===== src/rtl/mak8_run_controller.sv =====
// mak8_run_controller: turns board run/step/reset controls into a single-domain
// CPU clock enable, a stretched CPU reset and execution status.
module mak8_run_controller #(
  parameter int DEBOUNCE_CYCLES   = 1000000,
  parameter int RESET_HOLD_CYCLES = 16,
  parameter int PRESCALE_WIDTH    = 26
) (
  input  logic        clk,
  input  logic        rst_n,
  input  logic        run_sw,
  input  logic        step_mode,
  input  logic        step_btn,
  input  logic        soft_reset,
  input  logic [1:0]  speed_sel,
  input  logic        cpu_halted,
  output logic        cpu_ce,
  output logic        cpu_rst_n,
  output logic [1:0]  run_state,
  output logic [15:0] step_count,
  output logic        tick_led
);
  localparam int DW = $clog2(DEBOUNCE_CYCLES);
  localparam int HW = $clog2(RESET_HOLD_CYCLES + 1);
  localparam int PW = PRESCALE_WIDTH;

  typedef enum logic [1:0] {
    S_RESET = 2'b00,
    S_HALT  = 2'b01,
    S_RUN   = 2'b10,
    S_STEP  = 2'b11
  } state_t;

  state_t        state_q, state_d;
  logic [HW-1:0] hold_q, hold_d;
  logic [3:0]    meta_q, meta_d, sync_q, sync_d;
  logic [DW-1:0] db_cnt_q, db_cnt_d;
  logic          db_q, db_d, step_req_q, step_req_d;
  logic [PW-1:0] pre_q, pre_d, pre_mask;
  logic          tick_q, tick_d;
  logic          cpu_rst_n_q, cpu_rst_n_d;
  logic [15:0]   step_count_q, step_count_d;
  logic          tick_led_q, tick_led_d;
  logic [4:0]    shift;
  logic          run_s, mode_s, btn_s, soft_s, db_hit;

  assign {soft_s, btn_s, mode_s, run_s} = sync_q;
  assign db_hit = db_cnt_q == DW'(DEBOUNCE_CYCLES - 1);
  assign shift = speed_sel == 2'b00 ? 5'd25 : speed_sel == 2'b01 ? 5'd20 : speed_sel == 2'b10 ? 5'd12 : 5'd0;
  assign pre_mask = PW'((64'd1 << shift) - 64'd1);
  // Step pulses ignore cpu_halted so a halted CPU can still be single-stepped.
  assign cpu_ce = (state_q == S_STEP) | ((state_q == S_RUN) & tick_q & ~cpu_halted);

  always_comb begin
    meta_d = {soft_reset, step_btn, step_mode, run_sw};
    sync_d = meta_q;
    db_cnt_d = (btn_s == db_q || db_hit) ? '0 : db_cnt_q + 1'b1;
    db_d = (btn_s != db_q && db_hit) ? btn_s : db_q;
    step_req_d = db_d & ~db_q;
    pre_d = pre_q + 1'b1;
    tick_d = (pre_q & pre_mask) == pre_mask;
    state_d = state_q;
    hold_d = hold_q;
    if (soft_s) begin
      state_d = S_RESET;
      hold_d = HW'(RESET_HOLD_CYCLES - 1);
    end else begin
      case (state_q)
        S_RESET: if (hold_q == '0) state_d = S_HALT; else hold_d = hold_q - 1'b1;
        S_HALT:  state_d = (mode_s & step_req_q) ? S_STEP : (~mode_s & run_s) ? S_RUN : S_HALT;
        S_RUN:   state_d = (~run_s | mode_s) ? S_HALT : S_RUN;
        default: state_d = S_HALT;
      endcase
    end
    cpu_rst_n_d = state_d != S_RESET;
    step_count_d = state_d == S_RESET ? '0 : step_count_q + {15'd0, cpu_ce};
    tick_led_d = state_d == S_RESET ? 1'b0 : tick_led_q ^ cpu_ce;
  end

  always_ff @(posedge clk or negedge rst_n) begin
    if (!rst_n) begin
      state_q      <= S_RESET;
      hold_q       <= HW'(RESET_HOLD_CYCLES - 1);
      meta_q       <= '0;
      sync_q       <= '0;
      db_cnt_q     <= '0;
      db_q         <= 1'b0;
      step_req_q   <= 1'b0;
      pre_q        <= '0;
      tick_q       <= 1'b0;
      cpu_rst_n_q  <= 1'b0;
      step_count_q <= '0;
      tick_led_q   <= 1'b0;
    end else begin
      state_q      <= state_d;
      hold_q       <= hold_d;
      meta_q       <= meta_d;
      sync_q       <= sync_d;
      db_cnt_q     <= db_cnt_d;
      db_q         <= db_d;
      step_req_q   <= step_req_d;
      pre_q        <= pre_d;
      tick_q       <= tick_d;
      cpu_rst_n_q  <= cpu_rst_n_d;
      step_count_q <= step_count_d;
      tick_led_q   <= tick_led_d;
    end
  end

  assign cpu_rst_n  = cpu_rst_n_q;
  assign run_state  = state_q;
  assign step_count = step_count_q;
  assign tick_led   = tick_led_q;
endmodule

===== config.mk =====
export PLATFORM = sky130hd
export DESIGN_NAME = mak8_run_controller
export DESIGN_NICKNAME = d
export VERILOG_FILES = /design/src/rtl/mak8_run_controller.sv
export SDC_FILE = /design/constraint.sdc
export NUM_CORES = 1
export LEC_CHECK = 0
export CAP_MARGIN = 20
export CORE_UTILIZATION = 30
export DETAILED_ROUTE_END_ITERATION = 8
export GPL_TIMING_DRIVEN = 0
export PLACE_DENSITY_LB_ADDON = 0.3
export SYNTH_ARGS = -nofsm -noshare
export SYNTH_HDL_FRONTEND = slang
export SYNTH_SLANG_ARGS = --single-unit

===== constraint.sdc =====
create_clock -name clk -period 3.5 [get_ports clk]
set_input_delay 0.525 -clock clk [delete_from_list [all_inputs] [get_ports clk]]
set_output_delay 0.525 -clock clk [all_outputs]
set_load 0.005 [all_outputs]

==> results.txt <==
Minimum clock period: 2.84 ns
CTS tree: done
Die H: 112 um
Setup violators final: 0
Routability cong.: 0.744
Worst-Skew Late Latency: 0.33 ns
Final Skew: 0.00793 ns
Crit Path Max Fanout: 5
Largest net degree at the start of global routing: 68
HPWL after DPL: 4.54 mm
Placed cell area: 4120 um^2
Synth Instances: 337
CTS Buffer Depth: 2
Clk slew on worst S/H paths: 0.06 ns
Diodes inserted: 0
Total power: 1.88 mW
Number of global-route vias before repair: 2528
Clock H-tree levels: 3
Layout cells sized above 1: 8.09%
Period utilization: 81.1%
Initial core utilization: 31.2%
Post-synthesis sequential area ratio: 56.1%
Post-Place Cells: 510
CTS hold repair buffers: 0
NumNets Final: 393
Worst Setup End Kind: flip-flop
FF-to-FF Start: run_state[0]
Core Area: 11600 um^2
Worst-margin pin slew: 0.663 ns
DRT antenna net count: 0
Synthesis Warnings: 0
Mapped Area: 3620 um^2
Num rows: 39
Vias per cell: 4.78
Via count: 2514
Routed wire per std cell: 12.5 um
Post-Syn Area per Cell: 10.7 um^2
Fmax: 0.352 GHz
First-pass GRT wire length: 11.6 mm
Leak: 1.86 nW
Hold Crit Class: in2async
Setup CP Type: in2reg
Max-slew headroom: 55.4%
Final wirelength: 6.56 mm
Main area contributors after synthesis: dfrtp_1, xnor2_1, xor2_1
Synth area leader: dfrtp_1
Top_reg_cell synth: dfrtp_1
Worst setup margin: 0.663 ns
CP startpoint kind: primary input
Clock root buffer: clkbuf_16
Cell Count, Final, Fillers Out: 526
DRT iter0 DRCs: 99
Crit-path cells: clkdlybuf4s50_1 > nand2b_1 > a21boi_0 > ha_1 > nand2_1 > or4_4 > or3_1 > a21oi_1
Initial antenna violation count: 0
Buf+Inv Stages, Crit Path: 1
Mapped Nets: 352
Worst path slowest cell: a21boi_0
WP data arrival: 3.09 ns
PostCTS Resize Cnt: 0
Delay-heaviest family, CP: simple AND/OR/NAND/NOR gates
Place WS: 0.308 ns
Area Overhead vs Synth: 21.3%
Gr ovfl total: 0
Post-synth EDFFs: 0
P per Cell Area: 427 nW/um^2
Post CTS Setup Buffer Count: 0
Fin area: 4390 um^2
Worst EP required: 3.75 ns
Synth cell types: 42
Async set-reset flop share out of synthesis: 100%
Top-area cell type share of the netlist area: 53.2%
Setup TNS: 0 ns
# port buffers: 29
Max incr delay on CP: 0.52 ns
Hold Vio Cnt, Final: 0
Failing checks: design-rule violations
Clk sinks: 81
Number of synthesized register bits: 81
Max VDD drop: 0.311 mV
Final max-slew violation count: 0
I/O pin cnt: 30
Max-cap violations: 0
DRC errors left: 5
Num CTS Buffers: 9
Die W: 112 um
RSZ-0062 raised after global routing: no
DIE AREA: 12500 um^2
Outcome: finished, violations left
Crit path launch: cpu_halted
TritonRoute pass-1 iters: 8
Total track usage: 11.6%
## stage by stage
stage	utilization [%]	hold slack, ns
finish	37.8	0.0519
global route	37.8	0.0505
CTS	37.8	0.0439
detailed placement	35.4	0.337
global placement	35.2	0.335
floorplan	-	0.229
## state kept, by name (all words and copies together), names as in the netlist
register and cells:
meta_q 4, step_req_q 1, db_cnt_q 20, step_count 16, db_q 1, run_state 2, cpu_rst_n 1, hold_q 5
tick_q 1, tick_led 1, sync_q 4, pre_q 25
## synthesized netlist by cell type, types with 3 or more instances
cell type,count
xor2_1,22
ha_1,6
nor3_1,11
or3_1,4
nand4_1,15
nor2_1,36
nand2_1,30
dfrtp_1,77
nand3_1,18
a21oi_1,9
inv_1,15
or4_1,3
o21ai_0,8
xnor2_1,31
dfstp_2,4
nor4_1,6
and3_1,7
clkbuf_1,3
## placed cells by master, fill, tap and decap left out, drive strengths merged, types with 8 or more instances in the layout
master,count
clkbuf,17
dfrtp,77
o21ai,8
nor4,8
inv,15
nor3,11
xnor2,31
nor2,36
clkdlybuf4s50,28
a21oi,9
nand2,30
nand4,17
nand3,18
xor2,22
## worst paths after layout
kind,end,slack [ns],depth (start not counted)
setup / recovery,step_count[15],0.66,8
hold / removal,sync_q[1],0.05,1
setup reg to reg,step_count[15],0.95,7
hold reg to reg,sync_q[1],0.35,0
max in group asynchronous,db_cnt_q[19],2.84,2
min in group clk,sync_q[1],0.35,0
## layout make-up
type	count	area, um^2
Buffer	5	21.3
Clock buffer	14	264
Clock inverter	2	12.5
Fill cell	1153	7220
Inverter	15	56.3
Multi-Input combinational cell	236	1510
Sequential cell	81	2030
Tap cell	143	179
Timing Repair Buffer	30	315
## per-layer routing
layer  wire length, um  up-vias  track usage [%]
met5                 0        -                0
met4                78        0             5.68
met3               214        6             2.72
met2              3120       40             18.3
met1              3150     1223             15.0
li1                  -     1245                -
## kinds of logic (layout without fill, tap and decap cells)
logic type	after synthesis	in the layout	synth area share [%]
simple gates	149	149	22.1
flops	81	81	56.1
mux	2	2	0.587
compound gates	26	26	4.21
xor+xnor	53	53	12.8
buf+inv	20	66	2.14
fa+ha+maj	6	6	2.07
## power by group
part	switching (mW)	internal, mW
Combinational	0.0323	0.0199
Clock	0.347	0.519
Sequential	0.00817	0.950
(Power assumes the default switching activity.)
